<file path="config.mk">
export PLATFORM = sky130hd
export DESIGN_NAME = beta_fetch_stage
export DESIGN_NICKNAME = d
export VERILOG_FILES = /design/src/rtl/beta_pkg.sv /design/src/rtl/beta_fetch_fifo.sv /design/src/rtl/beta_fetch_stage.sv
export SDC_FILE = /design/constraint.sdc
export NUM_CORES = 1
export LEC_CHECK = 0
export ABC_AREA = 0
export BUFFER_PORTS_ARGS = -buffer_cell sky130_fd_sc_hd__buf_2
export CAP_MARGIN = 10
export CORE_AREA = 2 2 156 158
export DETAILED_ROUTE_END_ITERATION = 16
export DIE_AREA = 0 0 158 160
export PLACE_DENSITY = 0.59
export SYNTH_ARGS = -nofsm -noshare
export SYNTH_HDL_FRONTEND = slang
export SYNTH_SLANG_ARGS = --single-unit
</file>
<file path="constraint.sdc">
create_clock -name clk_i -period 3.9 [get_ports clk_i]
set_input_delay 0.78 -clock clk_i [delete_from_list [all_inputs] [get_ports clk_i]]
set_output_delay 0.78 -clock clk_i [all_outputs]
set_load 0.005 [all_outputs]
</file>
<file path="src/rtl/beta_pkg.sv">
// Shared constants and types for the beta instruction fetch stage.
package beta_pkg;

   localparam logic [31:0] BETA_NOP    = 32'h0000_0013;
   localparam int          INSTR_BYTES = 4;

   typedef enum logic [1:0] {
      BOOT,
      RUN,
      DISCARD
   } fetch_state_e;

endpackage

</file>
<file path="src/rtl/beta_fetch_fifo.sv">
// Small synchronous prefetch FIFO with clear, combinational head and occupancy count.
module beta_fetch_fifo #(
   parameter int Width = 33,
   parameter int Depth = 2
) (
   input  logic                     clk,
   input  logic                     rst,
   input  logic                     clr,
   input  logic                     push,
   input  logic                     pop,
   input  logic [Width-1:0]         wr_data,
   output logic [Width-1:0]         head,
   output logic                     empty,
   output logic                     full,
   output logic [$clog2(Depth):0]   count
);

   localparam int PtrW = $clog2(Depth);
   localparam int CntW = PtrW + 1;

   logic [Width-1:0] mem [Depth];
   logic [PtrW-1:0]  wr_ptr_reg;
   logic [PtrW-1:0]  rd_ptr_reg;
   logic [CntW-1:0]  count_reg;
   logic             do_push;
   logic             do_pop;

   // A pop frees its slot in the same cycle, so a full FIFO may still accept a push.
   assign do_pop  = pop & ~empty;
   assign do_push = push & (~full | do_pop);

   always_ff @(posedge clk) begin
      if (rst || clr) begin
         wr_ptr_reg <= '0;
         rd_ptr_reg <= '0;
         count_reg  <= '0;
      end else begin
         if (do_push) wr_ptr_reg <= wr_ptr_reg + 1'b1;
         if (do_pop)  rd_ptr_reg <= rd_ptr_reg + 1'b1;
         count_reg <= count_reg + CntW'(do_push) - CntW'(do_pop);
      end
   end

   always_ff @(posedge clk) begin
      if (do_push) mem[wr_ptr_reg] <= wr_data;
   end

   assign head  = mem[rd_ptr_reg];
   assign empty = (count_reg == '0);
   assign full  = (count_reg == CntW'(Depth));
   assign count = count_reg;

endmodule

</file>
<file path="src/rtl/beta_fetch_stage.sv">
// Instruction fetch stage: PC, in-order req/gnt/rvalid fetch, prefetch FIFO and redirect flush.
// Define BETA_FETCH_ERR_EN to carry imem_err_i per entry and report it on fetch_fault_o.
module beta_fetch_stage import beta_pkg::*; #(
   parameter int                   DataWidth = 32,
   parameter logic [DataWidth-1:0] BootAddr  = '0,
   parameter int                   FifoDepth = 2
) (
   input  logic                 clk_i,
   input  logic                 rst_i,
   output logic                 imem_req_o,
   output logic [DataWidth-1:0] imem_addr_o,
   input  logic                 imem_gnt_i,
   input  logic                 imem_rvalid_i,
   input  logic [DataWidth-1:0] imem_rdata_i,
   input  logic                 imem_err_i,
   input  logic                 redirect_i,
   input  logic [DataWidth-1:0] redirect_pc_i,
   input  logic                 fetch_stall_i,
   output logic [DataWidth-1:0] pip_instr_o,
   output logic                 pip_new_instr_o,
   output logic [DataWidth-1:0] pip_next_pc_o,
   output logic                 fetch_fault_o
);

   localparam int CntW = $clog2(FifoDepth) + 1;
   localparam int SumW = CntW + 1;
`ifdef BETA_FETCH_ERR_EN
   localparam int FifoWidth = DataWidth + 1;
`else
   localparam int FifoWidth = DataWidth;
`endif

   fetch_state_e         state_q, state_next;
   logic [DataWidth-1:0] pc_q, out_pc_q;
   logic [CntW-1:0]      outstanding_q, outstanding_next;
   logic [CntW-1:0]      discard_q, discard_next;
   logic [CntW-1:0]      fifo_count;
   logic                 fifo_empty, fifo_push, fifo_pop;
   logic                 unused_fifo_full;
   logic [FifoWidth-1:0] fifo_head, fifo_wdata;
   logic                 accept, rsp_valid, credit_ok;

   always_comb begin
      fifo_pop  = ~fifo_empty & ~fetch_stall_i & ~redirect_i;
      // The entry popped this cycle counts as free so gnt=1 / 1-cycle rvalid sustains 1 instr/cycle.
      credit_ok = ({1'b0, outstanding_q} + {1'b0, fifo_count} - SumW'(fifo_pop)) < SumW'(FifoDepth);
      imem_req_o  = (state_q != BOOT) & ~redirect_i & credit_ok;
      imem_addr_o = pc_q;
      accept    = imem_req_o & imem_gnt_i;
      rsp_valid = imem_rvalid_i & (outstanding_q != '0);
      outstanding_next = outstanding_q + CntW'(accept) - CntW'(rsp_valid);

      discard_next = discard_q;
      if (redirect_i)
         discard_next = outstanding_q - CntW'(rsp_valid);
      else if (rsp_valid && discard_q != '0)
         discard_next = discard_q - 1'b1;

      fifo_push = rsp_valid & ~redirect_i & (discard_q == '0);

      state_next = state_q;
      case (state_q)
         BOOT:    state_next = RUN;
         default: state_next = (discard_next != '0) ? DISCARD : RUN;
      endcase
   end

   always_ff @(posedge clk_i) begin
      if (rst_i) begin
         state_q       <= BOOT;
         pc_q          <= BootAddr;
         out_pc_q      <= BootAddr;
         outstanding_q <= '0;
         discard_q     <= '0;
      end else begin
         state_q       <= state_next;
         outstanding_q <= outstanding_next;
         discard_q     <= discard_next;
         if (redirect_i) begin
            pc_q     <= redirect_pc_i;
            out_pc_q <= redirect_pc_i;
         end else begin
            if (accept)   pc_q     <= pc_q + DataWidth'(INSTR_BYTES);
            if (fifo_pop) out_pc_q <= out_pc_q + DataWidth'(INSTR_BYTES);
         end
      end
   end

`ifdef BETA_FETCH_ERR_EN
   assign fifo_wdata    = {imem_rdata_i, imem_err_i};
   assign fetch_fault_o = fifo_head[0] & ~fifo_empty;
`else
   logic unused_err;
   assign unused_err    = imem_err_i;
   assign fifo_wdata    = imem_rdata_i;
   assign fetch_fault_o = 1'b0;
`endif

   beta_fetch_fifo #(
      .Width (FifoWidth),
      .Depth (FifoDepth)
   ) u_fifo (
      .clk     (clk_i),
      .rst     (rst_i),
      .clr     (redirect_i),
      .push    (fifo_push),
      .pop     (fifo_pop),
      .wr_data (fifo_wdata),
      .head    (fifo_head),
      .empty   (fifo_empty),
      .full    (unused_fifo_full),
      .count   (fifo_count)
   );

   assign pip_new_instr_o = ~fifo_empty;
   assign pip_instr_o     = fifo_empty ? DataWidth'(BETA_NOP) : fifo_head[FifoWidth-1 -: DataWidth];
   assign pip_next_pc_o   = out_pc_q + DataWidth'(INSTR_BYTES);

endmodule

</file>
==> impl_results.md, run 1 <==
- Power Density: 450 mW/mm^2
- Post CTS Setup Buffer Count: 0
- Hold crit path type: flip-flop to flip-flop
- Layout area overhead: 25.9%
- Final hold slack: 453 ps
- Worst setup margin: between 300 and 400 ps
- Status: finished clean
- CP endpoint kind: output pin
- Tightest Pin Transition: approximately 1100 ps
- Synth area leaders: edfxtp_1 (28%), dfxtp_1 (22%), xor2_1 (7.1%)
- Clock Skew: 6.94 ps
- Clk root buf: clkbuf_16
- Post-synthesis cell count: a little under 700
- Flops & latches, synth: approximately 140
- Total GRT Usage: 15.0%
- DR vias/cell: 4.76
- DR WL met3: 1280 um
- I/O pin total: 170
- Placeable core area: roughly 0.024 sq mm
- Net Switching: 1100 uW
- Yosys top cell by area: edfxtp_1
- Cts repair resizes: 0
- GP Congestion: 0.892
- FILL cells: 2,446
- Slew HR: around 28%
- Crit path max fanout: 6
- Final non-filler cell total: roughly 1,200
- Sequential fraction of design power: 43.8%
- Multi-input gate area: 0.00330 sq mm
- Layout cells sized above 1: 26.8%
- Final hold violations: 0
- Hold depth: 2
- Post-synth EDFFs: 64
- Post-DRT Antenna Nets: 0
- FF-to-FF Start: u_fifo.count[1]
- Nets: 925
- Met2 wire len: 8920 um
- Top layer in use: met4
- Die Y: 160 um
- P_int: 2840 uW
- Mean area per synthesized cell: 10.2 sq um
- Unique cell type count in the Yosys netlist: 52
- Max-slew violations: 0
- Post-DP HPWL: 13,600 um
- Number of flip-flops under the largest register name: 64
- Initial antenna violation count: 1
- Wire length on met1: 8510 um
- RSZ-0062 raised after global routing: no
- Clk_lat worst skew: 420 ps
- Critical path type: input port to output pin
- Share of the synthesized area in the top cell type: 27.6%
- First-pass GRT wire length: 29,200 um
- Placed Instances: 1,148
- Drt first-iter violations: approximately 260
- Seq/Total Area, Yosys: 49.2%
- Leakage: 0.00335 uW
- Min-Delay Endpoint: out_pc_q[0]
- Fmax: around 0.29 GHz
- Core Util, Final: 36.8%
- Largest net degree at the start of global routing: 100
- Asr flop ratio synth: 0%
- Net Sw Frac: 27.9%
- CTS clk-pin slew, worst paths: 60 ps
- H-tree levels: 4
- Maximum root-to-sink buffer count: 2
- Cell row count: 57
- Combinational Power Share: 13.8%
- Vias: 5,623
- Synth Warn #: 0
- Register area: around 0.0034 sq mm
- Final setup fails: 0
- Hold Startpoint: out_pc_q[0]
- Hold Buf Count CTS: 0
- Most flops, register: u_fifo.mem
- Critical Path RT: 3120 ps
- TritonCTS Buffers: 17
- Reg2reg end: imem_addr_o[31]
- CTS tree: built
- Main flop type after synthesis: dfxtp_1
- Clock power frac: 42.4%
- Final WL: 19,000 um
- Number of global-route vias before repair: 5,546
- WP data arrival: 2730 ps
- Reg2Reg Depth: 10
- Die Area: 0.0253 sq mm
- Crit share post-route: 90.0%
- Most common library cell in the layout ignoring fill and taps: buf_2
- Cell Area, Synth: 0.00696 sq mm
- Final TNS setup: 0 ps
- Syn nets: 765
- DRC violation count after routing: 0
- Flop2flop setup slack: 740 ps
- Post-layout minimum cycle time: about 3500 ps
- Initial core utilization: 29.2%
- Max cap viols: 0
- Clock sink total: 139
- Routed len/inst: 16.1 um
- Die Wd: 158 um
- Nature of the critical path startpoint: input port
- Commonest non-fill, non-tap cells in the layout: buf_2 (167), dfxtp_1 (74), edfxtp_1 (64)
- GRT overflow: 0
- Max IR drop VDD: 0.244 mV
- Quantity of I/O buffers inserted on ports: 167
- Pre-antenna DRT Iters: 4
- Worst slack, placed: 268 ps
[per-layer routing]
metal	vias to the layer above	track usage, %
met2	176	24.6
met1	2674	19.0
li1	2755	-
met3	18	4.10
met5	-	0
met4	0	4.91
[worst max-delay path: stages]
cell,delay [ps]
buf_2,110
o21bai_1,160
nor2_1,110
ha_1,230
nand2b_1,150
fa_1,380
xnor2_1,500
nor3_1,140
buf_2,160
[cells by family (layout without fill, tap and decap cells)]
family          Yosys count  after routing  share of synthesized area [%]
compound gates          107            107                           10.8
xor+xnor                 93             93                           11.7
fa+ha+maj                11             11                           2.09
buf+inv                  61            234                           3.52
flops                   139            139                           49.2
mux                      33             33                           4.77
other cells               1              2                         0.0539
simple gates            238            238                           17.9
[power by group through the flow]
stage	Combinational [uW]	Clock [uW]	Sequential [uW]
floorplan	344	0	1720
global placement	547	0	1750
detailed placement	552	0	1760
CTS	556	1720	1720
global route	616	1780	1740
finish	546	1670	1730
[area by class of cell]
type,instances,area share (%)
flip-flops and latches,139,39.1
inverters,20,0.857
diodes,1,0.0286
repair buffers,182,10.8
well taps,324,4.63
clock buffers,17,4.86
multi-input cells,483,37.6
clock inverters,15,2.07
[metrics by stage]
stage,area (sq um),power (uW)
global placement,8150,2300
finish,8760,3940
detailed placement,8150,2310
global route,8760,4140
CTS,8760,4000
floorplan,6960,2070
[Yosys cell counts, types with 2 or more instances]
library cell,number
nor4_1,5
ha_1,10
xor2_1,56
o21a_1,20
a21boi_0,37
or3_1,6
mux2i_1,32
o22ai_1,6
buf_1,5
dfxtp_1,75
and4_1,8
o211ai_1,3
buf_4,3
nor3_1,15
nand2_1,51
and2_1,10
clkbuf_1,29
nand4_1,30
nand3_1,22
xnor2_1,37
and3_1,11
a31oi_1,6
nor2_1,63
a21oi_1,13
inv_1,19
o21ai_0,7
nor4_2,4
a211oi_1,8
buf_2,3
edfxtp_1,64
nor2b_1,2
or4_1,3
[how the worst max path moves through the flow]
stage,slack [ps],to,cells past startpoint,startpoint
CTS,340,imem_req_o,9,fetch_stall_i
detailed placement,270,imem_addr_o[31],11,fetch_stall_i
finish,390,imem_req_o,9,fetch_stall_i
global placement,330,imem_addr_o[31],11,fetch_stall_i
floorplan,60,outstanding_q[1],15,redirect_i
global route,210,imem_req_o,9,fetch_stall_i
Note: power is estimated with default switching activity, not from simulation.
==> run 2, diff against run 1 <==
==> constraint.sdc (replaced) <==
create_clock -name clk_i -period 3.9 [get_ports clk_i]
set_input_delay 0.585 -clock clk_i [delete_from_list [all_inputs] [get_ports clk_i]]
set_output_delay 0.585 -clock clk_i [all_outputs]
set_load 0.005 [all_outputs]
==> run 2 against run 1 <==
Against the previous run:
- combinational power is 1% lower
- setup slack better by 280 ps
- clock power is 5% lower
- critical endpoint unchanged
- register-to-register slack worse by 60 ps
- sequential share of layout area is 0.19 points higher
- clock-buffer cell count is 3 higher
- flip-flop and latch count stayed put
- critical path type is now flip-flop to output pin
- first-iteration DRC count is 17% higher
- fmax is 8.8% higher
- global-route usage is 0.42 points higher
- total power is 2.4% lower
==> impl_results.md, run 2 (synthesis gave the netlist of run 1 again) <==
- Most flops, register: u_fifo.mem (unchanged)
- First-pass GRT wire length: 30,100 um (was 29,200 um)
- Clock sink total: 139 (unchanged)
- I/O pin total: 170 (unchanged)
- Slew HR: 29.0% (was 28.1%)
- Fmax: 0.310 GHz (was 0.285 GHz)
- Max IR drop VDD: 0.238 mV (was 0.244 mV)
- FF-to-FF Start: u_fifo.count[1] (unchanged)
- H-tree levels: 4 (unchanged)
- Post-layout minimum cycle time: 3230 ps (was 3510 ps)
- Vias: 5,680 (was 5,623)
- Die Area: 0.0253 sq mm (unchanged)
- Cell row count: 57 (unchanged)
- Clk root buf: clkbuf_16 (unchanged)
- Layout area overhead: 25.3% (was 25.9%)
- Power Density: 441 mW/mm^2 (was 450 mW/mm^2)
- Initial core utilization: 29.2% (unchanged)
- Critical path type: flip-flop to output pin (was input port to output pin)
- Crit path max fanout: 6 (unchanged)
- Quantity of I/O buffers inserted on ports: 167 (unchanged)
- Status: finished clean (unchanged)
- Nature of the critical path startpoint: flip-flop (was input port)
- Crit path cell chain: o21bai_1 -> nor2_1 -> ha_1 -> nand2b_1 -> fa_1 -> xnor2_1 -> nor3_1 -> buf_2 (was buf_2 -> o21bai_1 -> nor2_1 -> ha_1 -> nand2b_1 -> fa_1 -> xnor2_1 -> nor3_1 -> buf_2)
- Routed len/inst: 16.2 um (was 16.1 um)
- Die Y: 160 um (unchanged)
- CTS tree: built (unchanged)
- Net Sw Frac: 27.5% (was 27.9%)
- GRT overflow: 0 (unchanged)
- N_diodes: 0 (was 1)
- Multi-input gate area: 0.00329 sq mm (was 0.00330 sq mm)
- Max cap viols: 0 (unchanged)
- Net Switching: 1060 uW (was 1100 uW)
- CTS clk-pin slew, worst paths: 60 ps (about the same)
- CP Depth: 8 (was 9)
- Register area: 0.00342 sq mm (unchanged)
- Max-slew violations: 0 (unchanged)
- Leakage: 0.00333 uW (was 0.00335 uW)
- Worst setup path endpoint: imem_req_o (unchanged)
- DR vias/cell: 4.81 (was 4.76)
- CP delay by family, top: adder cells (unchanged)
- Critical Path RT: 3310 ps (was 3120 ps)
- Reg2reg end: imem_addr_o[31] (unchanged)
- Number of global-route vias before repair: 5,600 (was 5,546)
- Total GRT Usage: 15.4% (was 15.0%)
- Post CTS Setup Buffer Count: 0 (unchanged)
- Number of flip-flops under the largest register name: 64 (unchanged)
- Largest net degree at the start of global routing: 70 (was 100)
- Hold crit path type: input port to flip-flop (was flip-flop to flip-flop)
- Core Util, Final: 36.6% (was 36.8%)
- Cts repair resizes: 0 (unchanged)
- Crit share post-route: 82.7% (was 90.0%)
- Clock power frac: 41.2% (was 42.4%)
- Pre-antenna DRT Iters: 4 (unchanged)
- CP Buf/Inv Count: 1 (was 2)
- Combinational Power Share: 14.0% (was 13.8%)
- FILL cells: 2,476 (was 2,446)
- Nets: 925 (unchanged)
- Die Wd: 158 um (unchanged)
- Worst Setup SP: u_fifo.count[1] (was fetch_stall_i)
- Reg2Reg Depth: 10 (unchanged)
- Most common library cell in the layout ignoring fill and taps: buf_2 (unchanged)
- Max stage delay cell, worst path: xnor2_1 (unchanged)
- Placeable core area: 0.0238 sq mm (unchanged)
- Final TNS setup: 0 ps (unchanged)
- Sequential fraction of design power: 44.8% (was 43.8%)
- Drt first-iter violations: 307 (was 263)
- P_int: 2790 uW (was 2840 uW)
- Post-DP HPWL: 13,800 um (was 13,600 um)
- Clk_lat worst skew: 420 ps (about the same)
- Final WL: 19,200 um (was 19,000 um)
- Hold Buf Count CTS: 0 (unchanged)
- CP endpoint kind: output pin (unchanged)
- Post-DRT Antenna Nets: 0 (unchanged)
- TritonCTS Buffers: 17 (unchanged)
- Tightest Pin Transition: 1070 ps (was 1080 ps)
- Hold depth: 1 (was 2)
- Final hold violations: 0 (unchanged)
- Flop2flop setup slack: 680 ps (was 740 ps)
- Maximum root-to-sink buffer count: 2 (unchanged)
- DRC violation count after routing: 0 (unchanged)
- CP peak stage delay: 480 ps (was 500 ps)
- Final setup fails: 0 (unchanged)
- Clock Skew: 17.9 ps (was 6.94 ps)
- GP Congestion: 0.906 (was 0.892)
- Commonest non-fill, non-tap cells in the layout: buf_2 (167), dfxtp_1 (74), edfxtp_1 (64) (unchanged)
- Initial antenna violation count: 1 (unchanged)
- WP data arrival: 2640 ps (was 2730 ps)
- Layout cells sized above 1: 26.4% (was 26.8%)
- RSZ-0062 raised after global routing: no (unchanged)
## run 2: cell count changes in the layout (fill, tap and decap cells not counted), sizes merged
cell,change
clkinvlp,+1
clkbuf,+3
bufinv,-1
diode,-1
inv,-6
clkinv,+3
## run 2: worst reg2reg max path, stage by stage (launching register included)
cell and delay, ps:
dfxtp_1 450, o21bai_1 140, nor2_1 100, ha_1 220
nand2b_1 150, fa_1 500, o211ai_1 220, or2_1 440
or4_1 590, xor2_1 150, a21boi_0 90
## run 2: stage by stage
stage	power [uW]	instance area, sq um	setup slack [ps]	hold WS (ps)	cells
6_report	3850	8720	675	355	1180
5_1_grt	4060	8720	488	321	1180
4_1_cts	3910	8720	591	329	1180
3_5_place_dp	2300	8150	420	443	1148
3_3_place_gp	2290	8150	482	440	1148
2_1_floorplan	2070	6960	82.4	437	683
## run 2: worst min-delay path by stage
stage | from | endpoint | slack (ps)
floorplan | out_pc_q[0] | out_pc_q[0] | 440
global placement | imem_addr_o[0] | imem_addr_o[0] | 440
detailed placement | out_pc_q[1] | out_pc_q[1] | 440
CTS | imem_rdata_i[11] | u_fifo.mem[1][11] | 330
global route | imem_rdata_i[11] | u_fifo.mem[0][11] | 320
finish | imem_rdata_i[11] | u_fifo.mem[1][11] | 360
## run 2: layout make-up
class / count / area share (%)
Clock inverter: 12 / 1.32
Clock buffer: 20 / 5.25
Inverter: 20 / 0.861
Timing Repair Buffer: 182 / 10.9
Sequential cell: 139 / 39.3
Tap cell: 324 / 4.65
Multi-Input combinational cell: 483 / 37.8
## run 2: power groups by stage
stage	Sequential, uW	Clock [uW]	Combinational, uW
after CTS	1720	1640	549
after global placement	1750	0	535
after global routing	1740	1710	608
after detailed placement	1750	0	545
after floorplan	1720	0	342
final	1720	1590	538
## run 2: layer usage
layer / GRT usage [%] / vias to the layer above / share of wire (%)
li1: - / 2751 / -
met1: 20.8 / 2692 / 46
met2: 24.1 / 213 / 45
met3: 4.53 / 22 / 7.5
met4: 4.22 / 2 / 1.5
met5: 0 / - / 0.057
==> run 3, diff against run 2 <==
==> constraint.sdc (replaced) <==
create_clock -name clk_i -period 2.9 [get_ports clk_i]
set_input_delay 0.435 -clock clk_i [delete_from_list [all_inputs] [get_ports clk_i]]
set_output_delay 0.435 -clock clk_i [all_outputs]
set_load 0.005 [all_outputs]
==> run 3 against run 2 <==
Against the previous run:
- clock power grew 36%
- highest routed layer is now met4
- die area is the same
- critical path depth grew 1
- largest cell class unchanged
- worst hold slack got worse by 150 ps
- wire length increased by 2.4%
- first-iteration DRC count shrank 15%
- final cell count grew 2.5%
- largest power group unchanged
- flip-flop and latch count is the same
- design area is 4.1% higher
- total power is 39% higher
- clock-buffer cell count fell by 3
==> impl_results.md, run 3 (synthesis gave the netlist of run 1 again) <==
- Clk root buf: clkbuf_16 (unchanged)
- Max cap viols: 0 (unchanged)
- Cell row count: 57 (unchanged)
- Critical path type: flip-flop to output pin (unchanged)
- Routed len/inst: 16.2 um (about the same)
- CP endpoint kind: output pin (unchanged)
- RSZ-0062 raised after global routing: yes (was no)
- Final WL: 19,600 um (was 19,200 um)
- Final hold slack: 204 ps (was 355 ps)
- Global route hottest layer: met2 (unchanged)
- CP delay by family, top: adder cells (unchanged)
- CP Buf/Inv Count: 2 (was 1)
- Layout cells sized above 1: 32.2% (was 26.4%)
- Largest net degree at the start of global routing: 100 (was 70)
- Final setup fails: 0 (unchanged)
- I/O pin total: 170 (unchanged)
- CTS clk-pin slew, worst paths: 60 ps (about the same)
- Number of global-route vias before repair: 5,529 (was 5,600)
- H-tree levels: 4 (unchanged)
- GRT overflow: 0 (unchanged)
- Clock sink total: 139 (unchanged)
- Die Wd: 158 um (unchanged)
- Post-DP HPWL: 14,100 um (was 13,800 um)
- Slew HR: 52.1% (was 29.0%)
- Critical Path RT: 2470 ps (was 3310 ps)
- Final hold violations: 0 (unchanged)
- Max stage delay cell, worst path: fa_1 (was xnor2_1)
- Nets: 953 (was 925)
- Number of flip-flops under the largest register name: 64 (unchanged)
- Tightest Pin Transition: 713 ps (was 1070 ps)
- Crit share post-route: between 90% and 100%
- Hold crit path type: input port to flip-flop (unchanged)
- Initial antenna violation count: 1 (unchanged)
- Worst slack, placed: -183 ps (was 420 ps)
- DRC violation count after routing: 0 (unchanged)
- Met3 usage: 4.48% (was 4.53%)
- CP peak stage delay: 400 ps (was 480 ps)
- WP data arrival: 2360 ps (was 2640 ps)
- Status: finished clean (unchanged)
- Crit path cell chain: o21bai_4 -> nor2_2 -> ha_1 -> nand2b_4 -> fa_1 -> xnor2_2 -> nor3_2 -> buf_4 -> buf_2 (was o21bai_1 -> nor2_1 -> ha_1 -> nand2b_1 -> fa_1 -> xnor2_1 -> nor3_1 -> buf_2)
- Maximum root-to-sink buffer count: 2 (unchanged)
- Fmax: 0.358 GHz
- Clock Skew: 9.52 ps (was 17.9 ps)
- Power Density: 589 mW/mm^2 (was 441 mW/mm^2)
- GR Util met1: 20.5% (was 20.8%)
- Quantity of I/O buffers inserted on ports: 167 (unchanged)
- Max IR drop VDD: 0.339 mV (was 0.238 mV)
- Flop2flop setup slack: 110 ps (was 680 ps)
- Max-slew violations: 0 (unchanged)
- Most flops, register: u_fifo.mem (unchanged)
- Pre-antenna DRT Iters: 5 (was 4)
- Nature of the critical path startpoint: flip-flop (unchanged)
- Placeable core area: 0.0238 sq mm (unchanged)
- TritonCTS Buffers: 17 (unchanged)
- Layout area overhead: 30.5% (was 25.3%)
- Final TNS setup: 0 ps (unchanged)
- Worst setup margin: 108 ps (was 675 ps)
- Crit path max fanout: 4 (was 6)
- GP Congestion: 0.857 (was 0.906)
- Die Y: 160 um (unchanged)
- Die Area: 0.0253 sq mm (unchanged)
- Post-DRT Antenna Nets: 0 (unchanged)
- Drt first-iter violations: 261 (was 307)
- Met2 Use GR: 24.9% (was 24.1%)
- CTS tree: built (unchanged)
- Total GRT Usage: 15.5% (was 15.4%)
- Commonest non-fill, non-tap cells in the layout: buf_2 (167), dfxtp_1 (66), edfxtp_1 (64) (was buf_2 (167), dfxtp_1 (74), edfxtp_1 (64))
- DR vias/cell: 4.74 (was 4.81)
- First-pass GRT wire length: 30,000 um (was 30,100 um)
- Most common library cell in the layout ignoring fill and taps: buf_2 (unchanged)
- Leakage: 0.00351 uW (was 0.00333 uW)
- Post-layout minimum cycle time: 2790 ps
- Initial core utilization: 29.2% (unchanged)
- Clk_lat worst skew: 420 ps (about the same)
- Vias: 5,727 (was 5,680)
-- run 3: cell types whose count changed in the layout (fill, tap and decap cells not counted), moves of 3 or more --
| cell | previous run | this run |
|---|---|---|
| buf_4 | 15 | 42 |
| dfxtp_1 | 74 | 66 |
| dfxtp_2 | 1 | 8 |
| inv_8 | 0 | 4 |
| nor2_1 | 62 | 59 |
| nor2_2 | 1 | 4 |
| nor3_1 | 15 | 12 |
| nor3_2 | 0 | 3 |
-- run 3: final timing paths --
check,to,from,depth (start not counted)
hold reg to reg,imem_addr_o[0],imem_addr_o[0],2
setup reg to reg,imem_addr_o[23],u_fifo.count[0],10
hold / removal,u_fifo.mem[1][9],imem_rdata_i[9],1
setup / recovery,imem_req_o,u_fifo.count[0],9
-- run 3: cell type report --
cell class | instances | area (sq um)
clock buffers | 17 | 425
flip-flops and latches | 139 | 3440
multi-input cells | 483 | 3410
repair buffers | 210 | 1170
inverters | 20 | 75.1
clock inverters | 15 | 154
well taps | 324 | 405
diodes | 1 | 2.50
fillers | 2451 | 14700
-- run 3: metal layers --
layer	wire (um)	share of wire, %
met1	9020	46
met2	9200	47
met3	1240	6.3
met4	148	0.75
met5	0	0
-- run 3: repair_timing --
action	in CTS	in global routing
resized for setup	4	21
endpoints found under the setup margin	3	23
buffers inserted	1	5
hold buffers	0	0
pin swaps	3	6
cloned	0	0
-- run 3: worst reg2reg max path, stage by stage (launching register included) --
cell	delay [ps]
dfxtp_2	340
o21bai_4	140
nor2_2	50
ha_1	280
nand2b_4	140
fa_1	500
o211ai_1	150
or2_1	310
or4_4	530
xor2_1	150
a21boi_1	80
-- run 3: where the power goes --
group          switching, uW  internal, uW  total, uW
combinational            450           422        872
sequential               126          2190       2320
clock                    940          1220       2160
-- run 3: stage by stage --
step	cell area [sq um]	util [%]	power, uW	instances
floorplan	7040	-	2810	683
global placement	8380	35.2	3190	1170
detailed placement	8380	35.2	3200	1170
CTS	8970	37.7	5400	1203
global route	9080	38.1	5620	1208
finish	9080	38.1	5340	1209
